**src/rtl/latch_wr_arbiter.sv**
```systemverilog
// latch_wr_arbiter
// Round-robin write sequencer for a bank of transparent D latches shared by
// four requesters. The winner's word is registered onto the latch D bus, the
// latch enable is opened for a fixed window bracketed by one setup and one
// hold cycle, and the latch Q is compared against D before the requester is
// acknowledged with a pass/fail flag.
module latch_wr_arbiter #(
    parameter int DATA_W   = 8,
    parameter int OPEN_CYC = 2
) (
    input  logic                  clk,
    input  logic                  rst,
    input  logic [3:0]            req,
    input  logic [4*DATA_W-1:0]   wdata,
    input  logic [DATA_W-1:0]     lat_q,
    output logic [DATA_W-1:0]     lat_d,
    output logic                  lat_en,
    output logic [3:0]            ack,
    output logic                  wr_err,
    output logic [1:0]            gnt_id,
    output logic                  busy
);

    // OPEN_CYC is limited to 1..15, so four bits always hold OPEN_CYC-1
    localparam int CNT_W = 4;

    typedef enum logic [1:0] {
        IDLE,
        SETUP,
        OPEN,
        HOLD
    } state_t;

    state_t             state;
    state_t             state_nx;
    logic [1:0]         ptr;
    logic [1:0]         ptr_nx;
    logic [CNT_W-1:0]   cnt;
    logic [CNT_W-1:0]   cnt_nx;
    logic [DATA_W-1:0]  lat_d_nx;
    logic               lat_en_nx;
    logic [3:0]         ack_nx;
    logic               wr_err_nx;
    logic [1:0]         gnt_id_nx;
    logic               busy_nx;

    logic [1:0]         scan_idx;
    logic [1:0]         winner;
    logic               win_found;

    // Round-robin pick: first asserted request scanning ptr, ptr+1, ... mod 4
    always_comb begin
        scan_idx  = ptr;
        winner    = ptr;
        win_found = 1'b0;
        for (int i = 0; i < 4; i++) begin
            scan_idx = ptr + 2'(i);
            if (!win_found && req[scan_idx]) begin
                winner    = scan_idx;
                win_found = 1'b1;
            end
        end
    end

    // Next-state and next-output logic; outputs are registered one edge later
    always_comb begin
        state_nx  = state;
        ptr_nx    = ptr;
        cnt_nx    = cnt;
        lat_d_nx  = lat_d;
        lat_en_nx = 1'b0;
        ack_nx    = 4'b0000;
        wr_err_nx = 1'b0;
        gnt_id_nx = gnt_id;
        busy_nx   = busy;
        case (state)
            IDLE: begin
                busy_nx = 1'b0;
                if (win_found) begin
                    lat_d_nx  = wdata[winner*DATA_W +: DATA_W];
                    gnt_id_nx = winner;
                    busy_nx   = 1'b1;
                    state_nx  = SETUP;
                end
            end
            SETUP: begin
                cnt_nx    = CNT_W'(OPEN_CYC - 1);
                lat_en_nx = 1'b1;
                state_nx  = OPEN;
            end
            OPEN: begin
                if (cnt == '0) begin
                    lat_en_nx = 1'b0;
                    state_nx  = HOLD;
                end else begin
                    cnt_nx    = cnt - 1'b1;
                    lat_en_nx = 1'b1;
                end
            end
            HOLD: begin
                ack_nx[gnt_id] = 1'b1;
                wr_err_nx      = (lat_q != lat_d);
                ptr_nx         = gnt_id + 2'd1;
                busy_nx        = 1'b0;
                state_nx       = IDLE;
            end
            default: begin
                state_nx = IDLE;
                busy_nx  = 1'b0;
            end
        endcase
    end

    // State and output registers with synchronous reset; an aborted write
    // simply drops the enable and never acknowledges
    always_ff @(posedge clk) begin
        if (rst) begin
            state  <= IDLE;
            ptr    <= 2'd0;
            cnt    <= '0;
            lat_d  <= '0;
            lat_en <= 1'b0;
            ack    <= 4'b0000;
            wr_err <= 1'b0;
            gnt_id <= 2'd0;
            busy   <= 1'b0;
        end else begin
            state  <= state_nx;
            ptr    <= ptr_nx;
            cnt    <= cnt_nx;
            lat_d  <= lat_d_nx;
            lat_en <= lat_en_nx;
            ack    <= ack_nx;
            wr_err <= wr_err_nx;
            gnt_id <= gnt_id_nx;
            busy   <= busy_nx;
        end
    end

endmodule

```
**config.mk**
```make
export PLATFORM = sky130hd
export DESIGN_NAME = latch_wr_arbiter
export DESIGN_NICKNAME = d
export VERILOG_FILES = /design/src/rtl/latch_wr_arbiter.sv
export SDC_FILE = /design/constraint.sdc
export NUM_CORES = 1
export LEC_CHECK = 0
export ABC_AREA = 1
export CAP_MARGIN = 40
export CORE_UTILIZATION = 35
export CTS_CLUSTER_SIZE = 16
export DETAILED_ROUTE_END_ITERATION = 7
export PLACE_DENSITY = 0.72
export SYNTH_ARGS = -nofsm -noshare
export SYNTH_HDL_FRONTEND = slang
export SYNTH_SLANG_ARGS = --single-unit
```
**constraint.sdc**
```tcl
create_clock -name clk -period 2.85 [get_ports clk]
set_input_delay 0.57 -clock clk [delete_from_list [all_inputs] [get_ports clk]]
set_output_delay 0.57 -clock clk [all_outputs]
set_load 0.005 [all_outputs]
```
==> results of run 1 <==
-- registers in the layout, indices dropped and copies added, names as in the netlist --
signal / count
gnt_id: 2
lat_en: 1
lat_d: 8
busy: 1
ptr: 2
wr_err: 1
state: 2
ack: 4
cnt: 4
-- power breakdown --
group	internal (uW)	leakage, uW	switching (uW)
clock network	99.3	0.0000217	122
registers	471	0.000205	124
logic	529	0.000957	698
total	1100	0.00118	943
-- how the worst max path moves through the flow --
stage | start | endpoint | slack [ns] | depth (start not counted)
finish | req[3] | lat_d[4] | 0.69 | 14
CTS | req[3] | lat_d[4] | 0.70 | 14
global route | req[1] | lat_d[4] | 0.47 | 14
floorplan | req[3] | lat_d[1] | 1.09 | 15
global placement | req[3] | lat_d[2] | 0.43 | 12
detailed placement | req[3] | lat_d[2] | 0.40 | 12
-- cell families (layout without fill, tap and decap cells) --
group           Yosys count  count (layout)  share of synthesized area
simple gates            173             173                      0.439
buf+inv                  38             100                     0.0957
compound gates           28              28                     0.0845
flops                    25              25                      0.279
fa+ha+maj                 9               9                     0.0629
xor+xnor                  8               8                     0.0391
-- worst max-delay path, delay by kind of cell --
family,cells,cell delay (ns)
AND/OR/NAND/NOR,12,1.21
buffers and inverters,2,0.53
-- synthesized netlist by cell type --
cell type,n,area [sq um]
o211ai_1,1,7.51
a21oi_1,15,75.1
nand4_4,2,42.5
a31oi_1,1,6.26
dfxtp_1,25,500
o21ai_0,6,30.0
nand2_1,97,364
nand3_1,27,135
buf_6,3,33.8
inv_2,3,11.3
nor2_1,29,109
nand2_2,7,43.8
nor4_1,1,6.26
a41oi_1,1,8.76
xnor2_1,2,17.5
or2_2,1,6.26
nand4_1,1,6.26
nor3_1,2,10.0
buf_4,1,7.51
nor2_4,1,11.3
nand3_2,1,10.0
inv_1,29,109
o21ai_1,3,15.0
nor3b_1,1,7.51
xor2_1,6,52.6
ha_1,9,113
nand2_4,3,33.8
o21ai_2,1,8.76
buf_2,2,10.0
-- layout make-up --
| type | count | area (sq um) |
|---|---|---|
| clock inverters | 1 | 7.51 |
| multi-input cells | 218 | 1120 |
| inverters | 32 | 120 |
| flip-flops and latches | 25 | 500 |
| fillers | 502 | 2310 |
| well taps | 67 | 83.8 |
| clock buffers | 3 | 41.3 |
| repair buffers | 64 | 636 |
-- routing by layer --
metal | vias to the layer above | global-route usage
met1 | 835 | 0.230
met5 | - | 0
met2 | 50 | 0.307
li1 | 1017 | -
met4 | 0 | 0.0513
met3 | 8 | 0.0370
-- per-stage QoR --
step / utilization / instances / instance area [sq um]
final: 0.521 / 410 / 2510
after global routing: 0.521 / 410 / 2510
after CTS: 0.521 / 410 / 2510
after detailed placement: 0.511 / 406 / 2460
after global placement: 0.511 / 406 / 2460
after floorplan: - / 281 / 1790
==> metrics.cfg, run 1 <==
[cts]
clkTransAtPathRegs_ns = 0.09
cts.path.max_buffers = 2
htree_levels = 1
cts.sinks = 25
cts_made_buffers = 3
cts_hold_buf = 0
root_buffer = clkbuf_8
cts_setup_buffers = 0
clk_latency_ns = 0.27
cts_tree = built
post_cts_resized = 0

[worst_setup_path]
worst-r2r-setup-slack_ns = 0.77
reg2regPathDepth = 16
cp.arrival_ns = 2.35
r2r_start = ptr[0]
crit_path_max_incr_delay_ns = 0.50
crit_path_frequent_cell = nand2_1
crit_type = input pin to flop
setup.worst_path.end_class = flop
crit_path_cell_trace = clkdlybuf4s50_1 -> nand2_1 -> nand3_1 -> nand2_1 -> nand3_2 -> nand2_2 -> nand2_4 -> nand2_4 -> nand2_1 -> nand2_1 -> nand2_1 -> nand3_1 -> nand2_1 -> inv_1
reg2reg_to = lat_d[4]
slowest_stage = clkdlybuf4s50_1
critPathLaunchType = input pin
required_ns = 3.03
worstPathMaxFanout = 17

[place]
port-buffer-count = 62
finalWeightedCongestion = 0.893
place_ws_ns = 0.401
dpl.hpwl_um = 3620

[logic_synthesis]
ys_seq_elements = 25
seq_area_frac_synth = 0.279
synthesis.nets = 336
syn_area_sq_mm = 0.00179
syn-instance-count = 281
ys.warnings.count = 0
avgSynthCellArea_sq_um = 6.38
synth.distinct_cells = 29

[power]
peakVddDrop_v = 0.000410
power-per-cell-area_mw_per_mm2 = 814
power_uw = 2040
total_leakage_power_uw = 0.00118

[drt]
drtPass1Iterations = 4
top_layer_used = met4
wl_met2_um = 2220
dr_total_vias = 1910
wl_met3_um = 157
via_per_inst = 4.66
drtIter0Drc = 82
ant_nets = 0
met1_length_um = 2090
wl_per_cell_um = 11.1
drc = 0
routed_wl_um = 4560

[sta]
slew_headroom = 0.757
setup_viol = 0
tightest_slew_ns = 0.363
finalMaxSlewViolations = 0
fin_crit_ns = 2.16
tns_ns = 0
rsz0062_at_grt = false
fin_skew_ns = 0.00232
post-route-period-util = 0.759
timing.final.ws_setup_ns = 0.688
hold_violations = 0
fmax_mhz = 462
worst_hold_slack_ns = 0.490

[layout]
layout_commonest_cell = nand2_1
final_cell_mix = nand2_1 (97), clkdlybuf4s50_1 (62), inv_1 (29), nor2_1 (29), nand3_1 (27)
diodes = 0
area_growth_syn_to_layout_pct = 40.0
drive_gt1_frac = 0.0729
nets = 399

[global_route]
antenna_found_initial = 0
grt_max_degree = 18
gr-total-overflow = 0
grt_pass1_vias = 1739
grt_pass1_wl_um = 7690
grt_use_total = 0.181

[floorplanning]
rows = 25
start_util = 0.372
die_x_um = 73.6
die_height_um = 73.6
io_pins = 63
core_sq_mm = 0.00482
design.die.area_sq_mm = 0.00541

[min_path]
hold_end = cnt[1]
worstHoldStart = cnt[1]
hp-class = flop to flop
hold_depth = 2

[outcome]
status = finished clean

[job]
maxCapViolations = 0

Power figures use the tool's default switching activity.
==> run 2: changes to the inputs <==
clock period = 2.2 ns   (was 2.85 ns; I/O delays follow)
==> metrics.cfg, run 2 (same netlist as run 1, synthesis figures left out) <==
[power]
combPwrFrac = 0.618  ; was 0.601
swShare = 0.448  ; was 0.462
power_uw = 2730  ; was 2040 uW
power-per-cell-area_mw_per_mm2 = 1060  ; was 814 mW/mm^2
internal-power_uw = 1500  ; was 1100 uW
peakVddDrop_v = 0.000391  ; was 0.000410 V
total_leakage_power_uw = 0.00122  ; was 0.00118 uW
power_frac_clock = 0.102  ; was 0.108
switchingPower_uw = 1220  ; was 943 uW
power.share.sequential = 0.280  ; was 0.291

[sta]
tightest_slew_ns = 0.386  ; was 0.363 ns
timing.final.ws_setup_ns = 0.266  ; was 0.688 ns
slew_headroom = 0.741  ; was 0.757
rsz0062_at_grt = false  ; unchanged
fin_crit_ns = 1.93
finalMaxSlewViolations = 0  ; unchanged
post-route-period-util = 0.879
hold_violations = 0  ; unchanged
setup_viol = 0  ; unchanged
fin_skew_ns = 0.00336  ; was 0.00232 ns
fmax_mhz = 517

[global_route]
gr-total-overflow = 0  ; unchanged
grt_pass1_vias = 1725  ; was 1,739
grt_max_degree = 18  ; unchanged
use_met3 = 0.0316  ; was 0.0370
met1_usage = 0.201  ; was 0.230
grt-busiest-layer = met2  ; unchanged
grt_util_met2 = 0.311  ; was 0.307
grt_pass1_wl_um = 7200  ; was 7690 um
grt_use_total = 0.169  ; was 0.181
antenna_found_initial = 0  ; unchanged

[worst_setup_path]
required_ns = 2.37  ; was 3.03 ns
worstPathMaxFanout = 5  ; was 17
r2r_start = ptr[1]  ; was ptr[0]
crit_type = input pin to flop  ; unchanged
crit_path_frequent_cell = nand2_1  ; unchanged
crit_path_max_incr_delay_ns = 0.51  ; was 0.50 ns
reg2reg_to = lat_d[2]  ; was lat_d[4]
cp.arrival_ns = 2.11  ; was 2.35 ns
setup.worst_path.end_class = flop  ; unchanged
reg2regPathDepth = 13  ; was 16
slowest_stage = clkdlybuf4s50_1  ; unchanged
critPathLaunchType = input pin  ; unchanged
crit_end = lat_d[2]  ; was lat_d[4]
startpoint = req[2]  ; was req[3]
worst-r2r-setup-slack_ns = 0.30  ; was 0.77 ns
crit_path_cell_trace = clkdlybuf4s50_1 -> nand2_1 -> nand3_1 -> nand2_2 -> inv_1 -> nand3_1 -> nand2_1 -> nand2_1 -> nand2_1 -> nand2_1 -> nand2_1 -> nand2_1 -> nor2_1 -> nor2_1  ; was clkdlybuf4s50_1 -> nand2_1 -> nand3_1 -> nand2_1 -> nand3_2 -> nand2_2 -> nand2_4 -> nand2_4 -> nand2_1 -> nand2_1 -> nand2_1 -> nand3_1 -> nand2_1 -> inv_1

[cts]
root_buffer = clkbuf_8  ; unchanged
cts_tree = built  ; unchanged
cts.path.max_buffers = 2  ; unchanged
clk_latency_ns = 0.27  ; about the same
cts_made_buffers = 3  ; unchanged
htree_levels = 1  ; unchanged
clkTransAtPathRegs_ns = 0.09  ; about the same
cts.sinks = 25  ; unchanged

[drt]
dr_total_vias = 1913  ; was 1,910
ant_nets = 0  ; unchanged
wl_per_cell_um = 10.6  ; was 11.1 um
via_per_inst = 4.60  ; was 4.66
drc = 0  ; unchanged
drtPass1Iterations = 4  ; unchanged
routed_wl_um = 4430  ; was 4560 um
drtIter0Drc = 67  ; was 82

[place]
finalWeightedCongestion = 0.998  ; was 0.893
dpl.hpwl_um = 3630  ; was 3620 um
place_ws_ns = -0.0746  ; was 0.401 ns
numPlacedInstances = 412  ; was 406
port-buffer-count = 62  ; unchanged

[layout]
utilization = 0.534  ; was 0.521
stdcell_count = 416  ; was 410
largest_reg_flops = 8  ; unchanged
reg_top3 = lat_d (8), ack (4), cnt (4)  ; unchanged
drive_gt1_frac = 0.0974  ; was 0.0729
layout_commonest_cell = nand2_1  ; unchanged
area_growth_syn_to_layout_pct = 43.6  ; was 40.0%
diodes = 0  ; unchanged
final_cell_mix = nand2_1 (95), clkdlybuf4s50_1 (62), inv_1 (29), nor2_1 (29), nand3_1 (27)  ; was nand2_1 (97), clkdlybuf4s50_1 (62), inv_1 (29), nor2_1 (29), nand3_1 (27)
fillers = 514  ; was 502
regMostFlops = lat_d  ; unchanged
nets = 405  ; was 399

[floorplanning]
die_x_um = 73.6  ; unchanged
die_height_um = 73.6  ; unchanged
io_pins = 63  ; unchanged
core_sq_mm = 0.00482  ; unchanged
rows = 25  ; unchanged
start_util = 0.372  ; unchanged
design.die.area_sq_mm = 0.00541  ; unchanged

[min_path]
hp-class = flop to flop  ; unchanged

[job]
maxCapViolations = 0  ; unchanged

[outcome]
status = finished clean  ; unchanged

run 2: layout make-up:
type                            count  area, sq um  share of cell area
Multi-Input combinational cell    218         1120               0.437
Timing Repair Buffer               70          693               0.269
Clock buffer                        3         41.3              0.0161
Tap cell                           67         83.8              0.0326
Inverter                           32          120              0.0467
Clock inverter                      1         7.51             0.00292
Sequential cell                    25          502               0.195
run 2: timing repair:
item                       in CTS  in global routing
buffers inserted                0                  0
hold buffers                    0                  0
setup endpoints to repair       0                  8
gates resized for setup         0                  3
run 2: layer usage:
layer  share of wire  up-vias
li1                -     1022
met1            0.44      839
met2            0.50       48
met3           0.045        4
met4          0.0099        0
met5               0        -
run 2: worst min path at each step:
| stage | startpoint | end | slack (ns) | cells after the start |
|---|---|---|---|---|
| 2_1_floorplan | cnt[3] | cnt[3] | 0.44 | 2 |
| 4_1_cts | cnt[3] | cnt[3] | 0.49 | 2 |
| 6_report | cnt[3] | cnt[3] | 0.48 | 2 |
| 3_3_place_gp | cnt[3] | cnt[3] | 0.47 | 2 |
| 5_1_grt | cnt[3] | cnt[3] | 0.53 | 2 |
| 3_5_place_dp | cnt[3] | cnt[3] | 0.48 | 2 |
run 2: critical path: cells and delay by family:
kind,cells,cell delay [ns]
simple gates,12,1.09
buf+inv,2,0.58
run 2: power by group through the flow:
stage	logic, uW	registers, uW	clock network, uW
after floorplan	1120	744	0
after global placement	1660	772	0
after detailed placement	1680	774	0
after CTS	1690	764	292
after global routing	1910	783	302
final	1680	763	278
run 2: per-stage QoR:
step | cell area (sq um) | hold WS [ns] | TNS, ns
after floorplan | 1790 | 0.443 | 0
after global placement | 2520 | 0.468 | -0.0908
after detailed placement | 2520 | 0.478 | -0.305
after CTS | 2570 | 0.492 | 0
after global routing | 2570 | 0.526 | 0
final | 2570 | 0.485 | 0
==> run 3: changes to the inputs <==
GPL_ROUTABILITY_DRIVEN = 0   (was default)
PLACE_DENSITY = 0.74   (was 0.72)
clock period = 1.6 ns   (was 2.2 ns; I/O delays follow)
==> metrics.cfg, run 3 (same netlist as run 1, synthesis figures left out) <==
[worst_setup_path]
startpoint = ptr[0]  ; was req[2]
crit_end = lat_d[5]  ; was lat_d[2]
reg2reg_to = lat_d[5]  ; was lat_d[2]
setup.worst_path.end_class = flop  ; unchanged
crit_type = flop to flop  ; was input pin to flop
worst-r2r-setup-slack_ns = -0.19  ; was 0.30 ns
required_ns = 1.78  ; was 2.37 ns
critPathLaunchType = flop  ; was input pin
cp.arrival_ns = 1.98  ; was 2.11 ns
worstPathMaxFanout = 7  ; was 5
r2r_start = ptr[0]  ; was ptr[1]
reg2regPathDepth = 14  ; was 13

[power]
total_leakage_power_uw = 0.00145  ; was 0.00122 uW
power-per-cell-area_mw_per_mm2 = 1500  ; was 1060 mW/mm^2
power_uw = 4680  ; was 2730 uW
peakVddDrop_v = 0.000689  ; was 0.000391 V

[layout]
layout_commonest_cell = nand2_1  ; unchanged
diodes = 0  ; unchanged
drive_gt1_frac = 0.298  ; was 0.0974
final_cell_mix = nand2_1 (65), clkdlybuf4s50_1 (58), nor2_1 (28)  ; was nand2_1 (95), clkdlybuf4s50_1 (62), inv_1 (29), nor2_1 (29), nand3_1 (27)
largest_reg_flops = 8  ; unchanged
postLayoutCellArea_sq_mm = 0.00312  ; was 0.00257 sq mm
fillers = 431  ; was 514
regMostFlops = lat_d  ; unchanged
area_growth_syn_to_layout_pct = 74.2  ; was 43.6%
reg_top3 = lat_d (8), ack (4), cnt (4)  ; unchanged
nets = 429  ; was 405

[sta]
timing.final.ws_setup_ns = -0.192  ; was 0.266 ns
slew_headroom = 0.806  ; was 0.741
fmax_mhz = 558
hold_violations = 0  ; unchanged
fin_crit_ns = 1.79
fin_skew_ns = 0.00257  ; was 0.00336 ns
post-route-period-util = 1.12
rsz0062_at_grt = true  ; was false
finalMaxSlewViolations = 0  ; unchanged
setup_viol = 11  ; was 0
tns_ns = -1.56  ; was 0 ns
tightest_slew_ns = 0.289  ; was 0.386 ns

[drt]
ant_nets = 0  ; unchanged
drtPass1Iterations = 4  ; unchanged
via_per_inst = 4.85  ; was 4.60
dr_total_vias = 2135  ; was 1,913
routed_wl_um = 5680  ; was 4430 um
drtIter0Drc = 71  ; was 67
wl_per_cell_um = 12.9  ; was 10.6 um
drc = 0  ; unchanged

[global_route]
met1_usage = 0.247  ; was 0.201
gr-total-overflow = 0  ; unchanged
grt-busiest-layer = met2  ; unchanged
antenna_found_initial = 0  ; unchanged
grt_pass1_vias = 1966  ; was 1,725
grt_util_met2 = 0.362  ; was 0.311
grt_pass1_wl_um = 8540  ; was 7200 um
use_met3 = 0.0151  ; was 0.0316
grt_max_degree = 17  ; was 18
grt_use_total = 0.201  ; was 0.169

[floorplanning]
die_x_um = 73.6  ; unchanged
io_pins = 63  ; unchanged
rows = 25  ; unchanged
core_sq_mm = 0.00482  ; unchanged
die_height_um = 73.6  ; unchanged
start_util = 0.372  ; unchanged
design.die.area_sq_mm = 0.00541  ; unchanged

[outcome]
status = finished, violations left  ; was finished clean
failed_checks = negative setup slack

[cts]
root_buffer = clkbuf_8  ; unchanged
cts_made_buffers = 3  ; unchanged
cts.path.max_buffers = 2  ; unchanged
clk_latency_ns = 0.27  ; about the same
htree_levels = 1  ; unchanged
clkTransAtPathRegs_ns = 0.09  ; about the same
cts_tree = built  ; unchanged
cts.sinks = 25  ; unchanged
cts_hold_buf = 0  ; unchanged

[job]
maxCapViolations = 0  ; unchanged

[place]
port-buffer-count = 62  ; unchanged
placed_area_sq_mm = 0.00266  ; was 0.00252 sq mm
dpl.hpwl_um = 3840  ; was 3630 um

[min_path]
hp-class = flop to flop  ; unchanged

==> run 3: changes by cell type in the layout (fill, tap and decap cells not counted), moves of 13 or more <==
cell	previous run	this run
nand2_4	3	16
nand2_1	95	65
nand3_2	1	14
nand2_2	9	24
nand3_1	27	13
buf_4	7	23
==> run 3: worst min path at each step <==
stage               startpoint  endpoint  slack [ns]  depth (start not counted)
floorplan               cnt[3]    cnt[3]        0.44                          2
global placement        cnt[3]    cnt[3]        0.46                          2
detailed placement      cnt[3]    cnt[3]        0.47                          2
CTS                     cnt[3]    cnt[3]        0.49                          2
global route            cnt[1]    cnt[1]        0.54                          2
finish                  cnt[1]    cnt[1]        0.49                          2
==> run 3: power breakdown <==
group | switching, uW | internal (uW) | total, uW
logic | 1740 | 1500 | 3240
clock network | 215 | 177 | 392
registers | 203 | 844 | 1050
==> run 3: worst max-delay path: stages (launching register included) <==
cell     delay [ns]
dfxtp_4        0.38
buf_12         0.15
nand2_4        0.08
nand2_2        0.07
nand2_2        0.06
nand2_2        0.06
nor2_4         0.15
nand4_4        0.19
buf_6          0.19
nand3_2        0.05
nand2_2        0.05
nand2_2        0.07
nand3_2        0.09
nand2_1        0.07
inv_1          0.03
==> run 3: stage by stage <==
step                      utilization  cells  setup WS (ns)  hold WS, ns
after floorplan                     -    281       -0.00785        0.443
after global placement          0.552    425         -0.523        0.461
after detailed placement        0.552    425         -0.562        0.472
after CTS                       0.597    436         -0.159        0.485
after global routing            0.648    440         -0.304        0.537
final                           0.648    440         -0.192        0.492
==> run 3: cell type report <==
cell class	instances	area [sq um]	area share
tap	67	83.8	0.0269
sequential	25	509	0.163
multi-input combinational	220	1440	0.461
clock inverter	1	7.51	0.00241
inverter	32	133	0.0425
clock buffer	3	41.3	0.0132
timing repair buffer	92	907	0.291
==> run 3: timing repair <==
item	CTS	global route
gates resized for setup	38	47
setup endpoints to repair	11	15
cloned	2	1
pin swaps	22	33
buffers inserted	5	3
==> run 3: metal layers <==
| layer | share of wire | vias to the layer above | routed length (um) |
|---|---|---|---|
| met5 | 0 | - | 0 |
| met4 | 0.018 | 0 | 100 |
| met3 | 0.029 | 8 | 165 |
| met2 | 0.54 | 54 | 3050 |
| met1 | 0.42 | 999 | 2360 |
| li1 | - | 1074 | - |
